--- src/rtl/rr_port_arbiter_if.sv ---
`default_nettype none
// ============================================================================
// Module   : rr_port_arbiter_if
// Purpose  : N-producer / 1-consumer valid-ready bundle for rr_port_arbiter.
// Revision : 1.0
// ============================================================================
interface rr_port_arbiter_if #(
  parameter int NUM_PORTS  = 4,
  parameter int DATA_WIDTH = 8
);
  localparam int ID_WIDTH = $clog2(NUM_PORTS);

  logic [NUM_PORTS-1:0]            in_valid;
  logic [NUM_PORTS-1:0]            in_ready;
  logic [NUM_PORTS*DATA_WIDTH-1:0] in_data;
  logic [NUM_PORTS-1:0]            in_last;
  logic                            out_valid;
  logic                            out_ready;
  logic [DATA_WIDTH-1:0]           out_data;
  logic                            out_last;
  logic [ID_WIDTH-1:0]             out_id;
  logic [15:0]                     beat_count;

  modport master (
    output in_valid, in_data, in_last, out_ready,
    input  in_ready, out_valid, out_data, out_last, out_id, beat_count
  );

  modport slave (
    input  in_valid, in_data, in_last, out_ready,
    output in_ready, out_valid, out_data, out_last, out_id, beat_count
  );
endinterface
`default_nettype wire

--- src/rtl/rr_port_arbiter.sv ---
`default_nettype none
// ============================================================================
// Module   : rr_port_arbiter
// Purpose  : Round-robin N:1 stream arbiter, registered output, packet lock.
// Revision : 1.0
// ============================================================================
module rr_port_arbiter #(
  parameter int NUM_PORTS   = 4,
  parameter int DATA_WIDTH  = 8,
  parameter int PACKET_MODE = 0
) (
  input  wire logic          clk,
  input  wire logic          rst,
  rr_port_arbiter_if.slave   bus
);
  localparam int ID_WIDTH = $clog2(NUM_PORTS);

  typedef enum logic [0:0] {
    ST_IDLE   = 1'b0,
    ST_LOCKED = 1'b1
  } state_t;

  state_t                r_state;
  state_t                w_state_nxt;
  logic [ID_WIDTH-1:0]   r_lock_id;
  logic [ID_WIDTH-1:0]   w_lock_id_nxt;
  logic [ID_WIDTH-1:0]   r_ptr;
  logic [ID_WIDTH-1:0]   w_ptr_nxt;
  logic                  r_out_valid;
  logic [DATA_WIDTH-1:0] r_out_data;
  logic                  r_out_last;
  logic [ID_WIDTH-1:0]   r_out_id;
  logic [15:0]           r_beat_count;

  logic                  w_load_en;
  logic                  w_grant_valid;
  logic [ID_WIDTH-1:0]   w_grant;
  logic [ID_WIDTH-1:0]   w_grant_inc;
  logic [NUM_PORTS-1:0]  w_in_ready;
  logic                  w_accept;
  logic [DATA_WIDTH-1:0] w_sel_data;
  logic                  w_sel_last;

  assign w_load_en = !r_out_valid || bus.out_ready;

  // Descending scan so the port closest to r_ptr is the last (winning) write.
  always_comb begin
    w_grant_valid = 1'b0;
    w_grant       = '0;
    if (r_state == ST_LOCKED) begin
      w_grant_valid = 1'b1;
      w_grant       = r_lock_id;
    end else begin
      for (int j = NUM_PORTS - 1; j >= 0; j--) begin
        if (bus.in_valid[(int'(r_ptr) + j) % NUM_PORTS]) begin
          w_grant_valid = 1'b1;
          w_grant       = ID_WIDTH'((int'(r_ptr) + j) % NUM_PORTS);
        end
      end
    end
  end

  // Gated by rst so nothing is handshaken while the output stage is cleared.
  assign w_in_ready  = (!rst && w_load_en && w_grant_valid) ?
                       (NUM_PORTS'(1) << w_grant) : '0;
  assign w_accept    = |(bus.in_valid & w_in_ready);
  assign w_sel_data  = bus.in_data[w_grant*DATA_WIDTH +: DATA_WIDTH];
  assign w_sel_last  = bus.in_last[w_grant];
  assign w_grant_inc = (w_grant == ID_WIDTH'(NUM_PORTS - 1)) ? '0 : w_grant + ID_WIDTH'(1);

  always_comb begin
    w_state_nxt   = r_state;
    w_lock_id_nxt = r_lock_id;
    w_ptr_nxt     = r_ptr;
    if (w_accept) begin
      if (PACKET_MODE == 0) begin
        w_ptr_nxt = w_grant_inc;
      end else if (w_sel_last) begin
        w_ptr_nxt   = w_grant_inc;
        w_state_nxt = ST_IDLE;
      end else begin
        w_state_nxt   = ST_LOCKED;
        w_lock_id_nxt = w_grant;
      end
    end
  end

  always_ff @(posedge clk) begin
    if (rst) begin
      r_state      <= ST_IDLE;
      r_lock_id    <= '0;
      r_ptr        <= '0;
      r_out_valid  <= 1'b0;
      r_out_data   <= '0;
      r_out_last   <= 1'b0;
      r_out_id     <= '0;
      r_beat_count <= '0;
    end else begin
      r_state   <= w_state_nxt;
      r_lock_id <= w_lock_id_nxt;
      r_ptr     <= w_ptr_nxt;
      if (w_accept) begin
        r_out_valid <= 1'b1;
        r_out_data  <= w_sel_data;
        r_out_last  <= w_sel_last;
        r_out_id    <= w_grant;
      end else if (bus.out_ready) begin
        r_out_valid <= 1'b0;
      end
      if (r_out_valid && bus.out_ready && (r_beat_count != 16'hFFFF)) begin
        r_beat_count <= r_beat_count + 16'd1;
      end
    end
  end

  assign bus.in_ready   = w_in_ready;
  assign bus.out_valid  = r_out_valid;
  assign bus.out_data   = r_out_data;
  assign bus.out_last   = r_out_last;
  assign bus.out_id     = r_out_id;
  assign bus.beat_count = r_beat_count;
endmodule
`default_nettype wire

--- src/flat_wrapper.sv ---
// flat-port wrapper written by rule: the top's interface ports become plain ports
module rr_port_arbiter_flat 
#(
  parameter int NUM_PORTS   = 4,
  parameter int DATA_WIDTH  = 8,
  parameter int PACKET_MODE = 0
)
  (clk, rst, bus_in_valid, bus_in_data, bus_in_last, bus_out_ready, bus_in_ready, bus_out_valid, bus_out_data, bus_out_last, bus_out_id, bus_beat_count);
  rr_port_arbiter_if #(.NUM_PORTS(NUM_PORTS), .DATA_WIDTH(DATA_WIDTH)) bus_i ();
  input  wire logic clk;
  input  wire logic rst;
  input wire logic [$bits(bus_i.in_valid)-1:0] bus_in_valid;
  input wire logic [$bits(bus_i.in_data)-1:0] bus_in_data;
  input wire logic [$bits(bus_i.in_last)-1:0] bus_in_last;
  input wire logic [$bits(bus_i.out_ready)-1:0] bus_out_ready;
  output wire logic [$bits(bus_i.in_ready)-1:0] bus_in_ready;
  output wire logic [$bits(bus_i.out_valid)-1:0] bus_out_valid;
  output wire logic [$bits(bus_i.out_data)-1:0] bus_out_data;
  output wire logic [$bits(bus_i.out_last)-1:0] bus_out_last;
  output wire logic [$bits(bus_i.out_id)-1:0] bus_out_id;
  output wire logic [$bits(bus_i.beat_count)-1:0] bus_beat_count;
  assign bus_i.in_valid = bus_in_valid;
  assign bus_i.in_data = bus_in_data;
  assign bus_i.in_last = bus_in_last;
  assign bus_i.out_ready = bus_out_ready;
  assign bus_in_ready = bus_i.in_ready;
  assign bus_out_valid = bus_i.out_valid;
  assign bus_out_data = bus_i.out_data;
  assign bus_out_last = bus_i.out_last;
  assign bus_out_id = bus_i.out_id;
  assign bus_beat_count = bus_i.beat_count;
  rr_port_arbiter #(.NUM_PORTS(NUM_PORTS), .DATA_WIDTH(DATA_WIDTH), .PACKET_MODE(PACKET_MODE)) u_core (.clk(clk), .rst(rst), .bus(bus_i));
endmodule
--- config.mk ---
export PLATFORM = sky130hd
export DESIGN_NAME = rr_port_arbiter_flat
export DESIGN_NICKNAME = d
export VERILOG_FILES = /design/src/rtl/rr_port_arbiter_if.sv /design/src/rtl/rr_port_arbiter.sv /design/src/flat_wrapper.sv
export SDC_FILE = /design/constraint.sdc
export NUM_CORES = 1
export LEC_CHECK = 0
export BUFFER_PORTS_ARGS = -buffer_cell sky130_fd_sc_hd__buf_4
export CAP_MARGIN = 10
export CORE_MARGIN = 4
export CORE_UTILIZATION = 35
export DETAILED_ROUTE_END_ITERATION = 6
export PLACE_DENSITY_LB_ADDON = 0.08
export REMOVE_ABC_BUFFERS = 1
export SLEW_MARGIN = 20
export SYNTH_ARGS = -nofsm -noshare
export SYNTH_HDL_FRONTEND = slang
export SYNTH_SLANG_ARGS = --single-unit
--- constraint.sdc ---
create_clock -name clk -period 2.3 [get_ports clk]
set_clock_uncertainty 0.1 [all_clocks]
set_input_delay 0.115 -clock clk [delete_from_list [all_inputs] [get_ports clk]]
set_output_delay 0.115 -clock clk [all_outputs]
set_load 0.005 [all_outputs]
==> results of run 1 <==
## state kept, by name, summed over array words and instances (netlist names)
register / flops
u_core.bus.out_last: 1
u_core.r_ptr: 2
u_core.bus.out_valid: 1
u_core.bus.out_data: 8
u_core.bus.out_id: 2
u_core.bus.beat_count: 16
## worst min path at each step
stage	cells past startpoint	from	end	slack, ns
2_1_floorplan	1	rst	u_core.bus.out_id[0]	0.08
3_3_place_gp	2	u_core.bus.out_id[0]	u_core.bus.out_id[0]	0.37
3_5_place_dp	2	u_core.bus.out_id[0]	u_core.bus.out_id[0]	0.36
4_1_cts	2	rst	u_core.bus.beat_count[12]	0.13
5_1_grt	2	rst	u_core.bus.beat_count[12]	0.15
6_report	2	rst	u_core.bus.beat_count[7]	0.13
## worst max-delay path, stage by stage, from the launching register on
cell and delay (ns):
dfxtp_1 0.31, and2b_1 0.27, nor3_2 0.07, nor2_1 0.21
inv_1 0.09, ha_1 0.23, a2bb2oi_1 0.19, a21bo_1 0.16
buf_4 0.23, o31ai_1 0.10
## per-layer routing
metal  vias up  part of all wire, %  wire (um)  global-route usage, %
li1       1042                    -          -                      -
met3         6                  6.1        340                   4.42
met4         0                  1.0         58                   4.39
met2        55                   46       2590                   26.8
met1       935                   47       2610                   21.0
met5         -                    0          0                      0
## logic make-up after synthesis
| family | Yosys count | synth area share, % |
|---|---|---|
| compound gates | 77 | 33.3 |
| fa+ha+maj | 2 | 1.23 |
| mux | 3 | 1.60 |
| buf+inv | 44 | 9.40 |
| xor+xnor | 14 | 6.02 |
| flops | 30 | 29.5 |
| simple gates | 70 | 18.9 |
## placed cells by master, fill, tap and decap left out, types with 6 or more instances in the layout
cell / netlist / routed
a41oi_1: 9 / 9
clkbuf_8: 0 / 6
a21oi_1: 6 / 6
buf_4: 2 / 90
o21ai_0: 19 / 19
inv_1: 22 / 22
o311a_1: 18 / 18
o31ai_2: 7 / 7
dfxtp_1: 30 / 30
nor2_1: 22 / 22
nand2_1: 8 / 8
xnor2_1: 12 / 12
nor3b_1: 9 / 9
## layout make-up
class	count	area, um2	share of cell area, %
Inverter	24	90.1	3.23
Timing Repair Buffer	90	676	24.2
Clock buffer	6	82.6	2.96
Multi-Input combinational cell	166	1250	44.8
Sequential cell	30	601	21.5
Tap cell	72	90.1	3.23
## metrics by stage
step / util (%) / hold slack, ns / total power (W) / cell area, um2
floorplan: - / 0.0812 / 0.00125 / 1930
global placement: 48.5 / 0.371 / 0.00166 / 2710
detailed placement: 48.5 / 0.363 / 0.00166 / 2710
CTS: 50.0 / 0.127 / 0.00208 / 2790
global route: 50.0 / 0.148 / 0.00221 / 2790
finish: 50.0 / 0.135 / 0.00205 / 2790
## report_power, final
| group | total, W | internal (W) | switching, W |
|---|---|---|---|
| combinational | 0.000946 | 0.000473 | 0.000473 |
| clock | 0.000410 | 0.000230 | 0.000180 |
| sequential | 0.000694 | 0.000617 | 0.0000770 |
==> impl_metrics.py, run 1 <==
metrics = {
    "status": {
        "status": "completed",
    },
    "clocking": {
        "cts_made_buffers": 5,
        "clkTransAtPathRegs_ns": 0.06,
        "htree_levels": 2,
        "ctsResizeCount": 0,
        "cts_buffer_depth": 2,
        "clk_latency_ns": 0.27,
        "clockRootBuffer": "clkbuf_8",
        "cts_tree": "built",
        "hold_buffers": 0,
        "post-cts-setup-buffers": 0,
        "clkSinkCount": 30,
    },
    "routing": {
        "wl_per_cell_um": 14.4,
        "first_pass_iters": 4,
        "ant_nets": 0,
        "drt_iter0_drc": 96,
        "drc": 0,
        "via_per_inst": 5.25,
        "totalWireLength_um": 5590,
        "num_vias": 2038,
    },
    "synthesis": {
        "yosysMostFrequentCell": "dfxtp_1",
        "synth_common_cells": "dfxtp_1, inv_1, nor2_1, o21ai_0, o311a_1",
        "yosysWarnings": 0,
        "yosysTopAreaCell": "dfxtp_1",
        "ys_types": 48,
        "synth.avg_cell_area_um2": 8.48,
        "postSynthCellCount": 240,
        "yosys-top-cells-area": "dfxtp_1, o311a_1, xnor2_1",
        "yosysSeqAreaShare_pct": 29.5,
        "synth_area_um2": 2040,
        "ys_async_sr_fraction_pct": 0,
        "synthFlopType": "dfxtp_1",
        "synth_seq_cells": 30,
        "synth_edf_count": 0,
        "yosysTopAreaCellShare_pct": 29.5,
    },
    "layout": {
        "layout.cells.non_filler": 388,
        "drive_gt1_share_pct": 36.7,
        "n_antenna_cell": 0,
        "fill_cells": 557,
        "syn_to_final_growth_pct": 36.9,
        "nets": 362,
    },
    "die": {
        "core-area_um2": 5570,
        "ioPinCount": 75,
        "die_w_um": 84.3,
        "die_area_um2": 7100,
        "die_y_um": 84.3,
        "start_util_pct": 36.5,
        "rows": 27,
    },
    "global_route": {
        "grt_pass1_vias": 2063,
        "track_usage_pct": 16.3,
        "grt_max_degree": 38,
        "antenna_found_initial": 0,
        "grt_pass1_wl_um": 9590,
        "grt-ovfl-total": 0,
    },
    "sta": {
        "fmax_ghz": 0.480,
        "fin_ws_ns": 0.216,
        "rsz0062_at_grt": "false",
        "finalCritPeriodShare_pct": 90.6,
        "final-setup-viol-count": 0,
        "relSlewSlack_pct": 75.6,
        "drv_slew": 0,
        "tightest_slew_ns": 0.366,
        "hold_violations": 0,
        "layout_min_cycle_time_ns": 2.08,
        "finalSetupTns_ns": 0,
    },
    "worst_setup_path": {
        "critPathRequiredTime_ns": 2.36,
        "critPathCapture": "u_core.bus.out_data[0]",
        "cp_data_arrival_time_ns": 2.14,
        "startpoint": "u_core.r_ptr[0]",
        "r2r_setup_slack_ns": 0.22,
        "r2r_end": "u_core.bus.out_data[0]",
        "critPathLaunchType": "flip-flop",
        "rr_worst_depth": 9,
        "crit_fanout": 12,
        "worstSetupPathType": "reg -> reg",
        "r2r_start": "u_core.r_ptr[0]",
        "endpoint_kind": "flip-flop",
    },
    "place": {
        "place_inst": 382,
        "pre_cts_slack_ns": 0.226,
        "post-dp-hpwl_um": 4220,
        "port-buffer-count": 74,
        "gp_congestion": 0.835,
    },
    "run": {
        "max_cap_viol_count": 0,
    },
    "power_and_ir_drop": {
        "p_leak_nw": 1.20,
        "power_density_nw_per_um2": 735,
        "peakVddDrop_v": 0.000317,
    },
    "min_path": {
        "hold_path_class": "in -> reg",
    },
}
Note: power is estimated with default switching activity, not from simulation.
==> run 2, diff against run 1 <==
--- a/config.mk
+++ b/config.mk
@@ -6,4 +6,5 @@
 export NUM_CORES = 1
 export LEC_CHECK = 0
+export ABC_AREA = 0
 export BUFFER_PORTS_ARGS = -buffer_cell sky130_fd_sc_hd__buf_4
 export CAP_MARGIN = 10
==> constraint.sdc (replaced) <==
create_clock -name clk -period 2.3 [get_ports clk]
set_clock_uncertainty 0.1 [all_clocks]
set_input_delay 0.46 -clock clk [delete_from_list [all_inputs] [get_ports clk]]
set_output_delay 0.46 -clock clk [all_outputs]
set_load 0.005 [all_outputs]
==> run 2 against run 1 <==
  * Routed wire length grew 0.97%
  * Flip-flop and latch count is the same
  * Sequential share of layout area shrank 0.34 points
  * Combinational power grew 3.7%
  * Critical endpoint is now bus_in_ready[3]
  * Sequential power is essentially flat
  * Non-clock buffer count grew 5
  * Die area is the same
  * Critical path depth shrank 3
  * Hold slack gained 0.24 ns
==> impl_metrics.py, run 2 (synthesized netlist as in run 1, its figures left out) <==
metrics = {
    "global_route": {
        "antenna_found_initial": 0,
        "grt_max_degree": 38,
        "track_usage_pct": 15.9,
        "grt_pass1_wl_um": 9470,
        "grt-ovfl-total": 0,
        "grt_pass1_vias": 2003,
    },
    "power_and_ir_drop": {
        "power_density_nw_per_um2": 744,
        "peakVddDrop_v": 0.000402,
        "p_leak_nw": 1.23,
    },
    "worst_setup_path": {
        "cp_data_arrival_time_ns": 1.64,
        "crit_fanout": 3,
        "critPathRequiredTime_ns": 1.74,
        "path_cells": "and2b_1 > o32ai_4 > inv_2 > ha_1 > and2_1 > buf_4",
        "critPathTopFamily": "simple AND/OR/NAND/NOR gates",
        "critPathLaunchType": "flip-flop",
        "endpoint_kind": "output pin",
        "worstSetupPathType": "reg -> out",
        "crit_buf_inv": 2,
        "cpPeakStageDelay_ns": 0.36,
        "cp_slowest_cell": "dfxtp_1",
    },
    "clocking": {
        "cts_made_buffers": 5,
        "clkSinkCount": 30,
        "htree_levels": 2,
        "clk_latency_ns": 0.28,
        "cts_buffer_depth": 2,
        "clkTransAtPathRegs_ns": 0.07,
        "hold_buffers": 0,
        "clockRootBuffer": "clkbuf_8",
        "cts_tree": "built",
    },
    "layout": {
        "syn_to_final_growth_pct": 39.4,
        "final_cell_mix": "buf_4, dfxtp_1, inv_1, nor2_1, o21ai_0",
        "fill_cells": 588,
        "n_antenna_cell": 0,
        "drive_gt1_share_pct": 38.4,
        "final_common_cell": "buf_4",
        "layout.cells.non_filler": 395,
        "final_util_pct": 50.9,
        "largest_reg_flops": 16,
        "nets": 367,
        "design_area_um2": 2840,
    },
    "routing": {
        "met3_length_um": 369,
        "maxUsedRoutingLayer": "met4",
        "num_vias": 2111,
        "drc": 0,
        "first_pass_iters": 4,
        "drt_iter0_drc": 74,
        "wl_met1_um": 2580,
        "wl_per_cell_um": 14.3,
        "wl_met2_um": 2630,
        "totalWireLength_um": 5640,
        "ant_nets": 0,
        "via_per_inst": 5.34,
    },
    "die": {
        "start_util_pct": 36.5,
        "rows": 27,
        "ioPinCount": 75,
        "die_w_um": 84.3,
        "core-area_um2": 5570,
        "die_y_um": 84.3,
        "die_area_um2": 7100,
    },
    "sta": {
        "final-setup-viol-count": 0,
        "fmax_ghz": 0.456,
        "layout_min_cycle_time_ns": 2.20,
        "hold_violations": 0,
        "rsz0062_at_grt": "false",
        "finalCritPeriodShare_pct": 95.4,
        "tightest_slew_ns": 0.411,
        "relSlewSlack_pct": 72.3,
        "drv_slew": 0,
    },
    "run": {
        "max_cap_viol_count": 0,
    },
    "place": {
        "post-dp-hpwl_um": 4240,
        "gp_congestion": 0.845,
        "postPlaceCellArea_um2": 2740,
        "place_inst": 387,
        "port-buffer-count": 74,
    },
    "status": {
        "status": "completed",
    },
    "min_path": {
        "hold_path_class": "reg -> reg",
    },
}
-- run 2: changes by cell type in the layout (fill, tap and decap cells not counted) --
cell      previous run  this run
dfxtp_2              0         1
nor2b_1              5         4
clkbuf_1             0         1
nor2b_2              0         1
buf_4               90        95
dfxtp_1             30        29
clkinv_2             0         1
-- run 2: path summary, 6_finish.rpt --
check | to | depth (start not counted) | from | slack (ns)
min | u_core.bus.out_id[0] | 2 | u_core.bus.out_id[0] | 0.38
max reg2reg | u_core.bus.out_data[4] | 9 | u_core.r_ptr[0] | 0.25
max | bus_in_ready[3] | 6 | u_core.r_ptr[0] | 0.10
min reg2reg | u_core.bus.out_id[0] | 2 | u_core.bus.out_id[0] | 0.38
-- run 2: power breakdown --
part,switching [W],internal (W)
Sequential,0.0000764,0.000619
Clock,0.000194,0.000241
Combinational,0.000484,0.000497
Total,0.000755,0.00136
-- run 2: final cells by class --
| type | count | area, um2 | area share (%) |
|---|---|---|---|
| clock buffers | 7 | 86.3 | 3.04 |
| flip-flops and latches | 30 | 602 | 21.2 |
| multi-input cells | 166 | 1250 | 44.1 |
| repair buffers | 95 | 713 | 25.1 |
| clock inverters | 1 | 5.00 | 0.176 |
| well taps | 72 | 90.1 | 3.17 |
| inverters | 24 | 90.1 | 3.17 |
-- run 2: repair_timing --
action	CTS	global route
buffers inserted	0	0
endpoints found under the setup margin	0	2
resized for setup	0	2
-- run 2: layer usage --
| layer | vias up | track usage (%) |
|---|---|---|
| met5 | - | 0 |
| met4 | 0 | 3.95 |
| met3 | 6 | 5.00 |
| met2 | 57 | 25.8 |
| met1 | 994 | 20.6 |
| li1 | 1054 | - |
-- run 2: worst min-delay path: stages, from the launching register on --
cell and delay (ns):
dfxtp_1 0.31, inv_1 0.06, a221oi_2 0.05
-- run 2: stage by stage --
stage	total power [W]	hold WS [ns]	setup TNS, ns	setup WS [ns]
global route	0.00226	0.414	0	0.0106
floorplan	0.00125	0.358	-27.81	-1.79
CTS	0.00213	0.386	0	0.0698
finish	0.00211	0.380	0	0.105
detailed placement	0.00169	0.374	0	0.0281
global placement	0.00169	0.367	0	0.0847
==> run 3, diff against run 2 <==
Settings changed: ABC_AREA 0 to 1.
==> run 3 against run 2 <==
  * The flow now finishes with violations (setup timing)
  * Core utilization grew 7.3 points
  * Combinational power grew to 2.9 times the previous value
  * Worst setup slack lost 0.21 ns
  * Non-clock buffer count grew 20
  * Fmax shrank 8.7%
  * Final cell count grew 40%
  * Synthesized cell count grew 52%
  * Clock power grew 26%
  * Flip-flop and latch count is the same
  * Sequential power grew 6.5%
  * Clock-buffer cell count shrank 1
  * Global-route usage grew 1.7 points
  * Critical path type unchanged
  * Largest cell class unchanged
==> impl_metrics.py, run 3 <==
metrics = {
    "status": {
        "status": "complete, but fails checks",
        "violations": "setup timing",
    },
    "synthesis": {
        "ys_async_sr_fraction_pct": 0,
        "yosysSeqAreaShare_pct": 27.8,
        "synth_edf_count": 0,
        "synth_area_um2": 2160,
        "synthFlopType": "dfxtp_1",
        "synth_common_cells": "nand2_1, inv_1, nand3_1, nor2_1, dfxtp_1",
        "synth_seq_cells": 30,
        "yosysTopAreaCellShare_pct": 27.8,
        "ys_types": 29,
        "postSynthCellCount": 365,
        "yosysWarnings": 0,
        "synth.avg_cell_area_um2": 5.92,
        "yosysTopAreaCell": "dfxtp_1",
        "yosysMostFrequentCell": "nand2_1",
        "yosys-top-cells-area": "dfxtp_1, nand2_1, inv_1",
    },
    "layout": {
        "syn_to_final_growth_pct": 60.6,
        "n_antenna_cell": 0,
        "largest_reg_flops": 16,
        "drive_gt1_share_pct": 36.8,
        "nets": 523,
        "layout.cells.non_filler": 553,
        "final_cell_mix": "buf_4, nand2_1, inv_1, nand3_1, nor2_1",
        "final_common_cell": "buf_4",
        "final_util_pct": 58.2,
    },
    "die": {
        "start_util_pct": 36.3,
        "die_w_um": 86.6,
        "rows": 28,
        "core-area_um2": 5960,
        "die_area_um2": 7490,
        "die_y_um": 86.6,
        "ioPinCount": 75,
    },
    "worst_setup_path": {
        "worstSetupPathType": "reg -> out",
        "crit_fanout": 4,
        "critPathTopFamily": "compound AO/OA/AOI/OAI gates",
        "cpPeakStageDelay_ns": 0.37,
        "crit_top_cell": "nand2_2",
        "endpoint_kind": "output pin",
        "critPathLaunchType": "flip-flop",
        "cp_slowest_cell": "dfxtp_4",
        "path_cells": "buf_6 > o21ai_4 > nand2_2 > nand2_2 > nand3_4 > a21boi_4 > ha_4 > inv_2 > nor2_2 > buf_4",
        "critPathRequiredTime_ns": 1.74,
        "cp_data_arrival_time_ns": 1.84,
        "crit_buf_inv": 3,
    },
    "sta": {
        "rsz0062_at_grt": "true",
        "hold_violations": 0,
        "layout_min_cycle_time_ns": 2.40,
        "finalHoldWorstSlack_ns": 0.352,
        "drv_slew": 0,
        "finalSetupTns_ns": -0.249,
        "fin_ws_ns": -0.103,
        "relSlewSlack_pct": 63.4,
        "finalCritPeriodShare_pct": 104,
        "fmax_ghz": 0.416,
        "final-setup-viol-count": 5,
        "tightest_slew_ns": 0.545,
    },
    "routing": {
        "num_vias": 2604,
        "first_pass_iters": 4,
        "drt_iter0_drc": 116,
        "drc": 0,
        "via_per_inst": 4.71,
        "wl_per_cell_um": 12.2,
        "ant_nets": 0,
        "totalWireLength_um": 6760,
    },
    "clocking": {
        "clk_latency_ns": 0.28,
        "cts_tree": "built",
        "clkTransAtPathRegs_ns": 0.06,
        "clkSinkCount": 30,
        "clockRootBuffer": "clkbuf_8",
        "htree_levels": 2,
        "hold_buffers": 0,
        "cts_buffer_depth": 2,
        "cts_made_buffers": 5,
    },
    "place": {
        "post-dp-hpwl_um": 4770,
        "place_inst": 526,
        "port-buffer-count": 74,
        "gp_congestion": 0.890,
    },
    "global_route": {
        "grt_pass1_vias": 2419,
        "grt_pass1_wl_um": 10600,
        "grt-ovfl-total": 0,
        "antenna_found_initial": 0,
        "grt_max_degree": 20,
        "track_usage_pct": 17.6,
    },
    "power_and_ir_drop": {
        "p_leak_nw": 1.85,
        "power_density_nw_per_um2": 1180,
        "peakVddDrop_v": 0.000718,
    },
    "min_path": {
        "hold_path_class": "in -> reg",
    },
    "run": {
        "max_cap_viol_count": 0,
    },
}
==> run 3: kinds of logic after synthesis <==
family          synth area share (%)
buf+inv                         16.5
fa+ha+maj                       1.16
flops                           27.8
simple gates                    44.7
compound gates                  7.82
xor+xnor                        2.03
==> run 3: area by class of cell <==
type	instances	area [um2]
clock buffer	6	82.6
fill	568	2490
tap	75	93.8
sequential	30	608
multi-input combinational	250	1430
clock inverter	1	30.0
inverter	76	290
timing repair buffer	115	931
==> run 3: final timing paths <==
kind | cells after the start | startpoint | slack (ns) | to
worst max-delay path | 10 | u_core.r_ptr[0] | -0.10 | bus_in_ready[3]
worst min-delay path | 2 | rst | 0.35 | u_core.bus.out_data[3]
worst max register to register | 17 | u_core.r_ptr[0] | -0.04 | u_core.r_ptr[0]
worst min register to register | 2 | u_core.bus.out_id[0] | 0.39 | u_core.bus.out_id[0]
==> run 3: metal layers <==
| metal | up-vias | GRT usage [%] | part of all wire, % |
|---|---|---|---|
| li1 | 1368 | - | - |
| met1 | 1163 | 22.5 | 45 |
| met2 | 61 | 28.9 | 49 |
| met3 | 12 | 3.52 | 4.4 |
| met4 | 0 | 7.08 | 2.0 |
| met5 | - | 0 | 0 |
==> run 3: repair_timing <==
item                       CTS  global route
cloned                       0             2
resized for setup           31            40
pin swaps                   13            23
setup endpoints to repair    4            17
buffers inserted            11             8
==> run 3: through the flow <==
stage               area [um2]  setup slack [ns]  total power (W)
floorplan                 2090            -0.341          0.00189
global placement          2910            0.0465          0.00277
detailed placement        2910           -0.0294          0.00277
CTS                       3200           -0.0753          0.00357
global route              3470            -0.187          0.00444
finish                    3470            -0.103          0.00409
==> run 3: where the power goes <==
part / total [W] / internal [W] / switching (W)
clock: 0.000549 / 0.000346 / 0.000203
sequential: 0.000740 / 0.000645 / 0.0000947
combinational: 0.00280 / 0.00133 / 0.00147
total: 0.00409 / 0.00232 / 0.00177
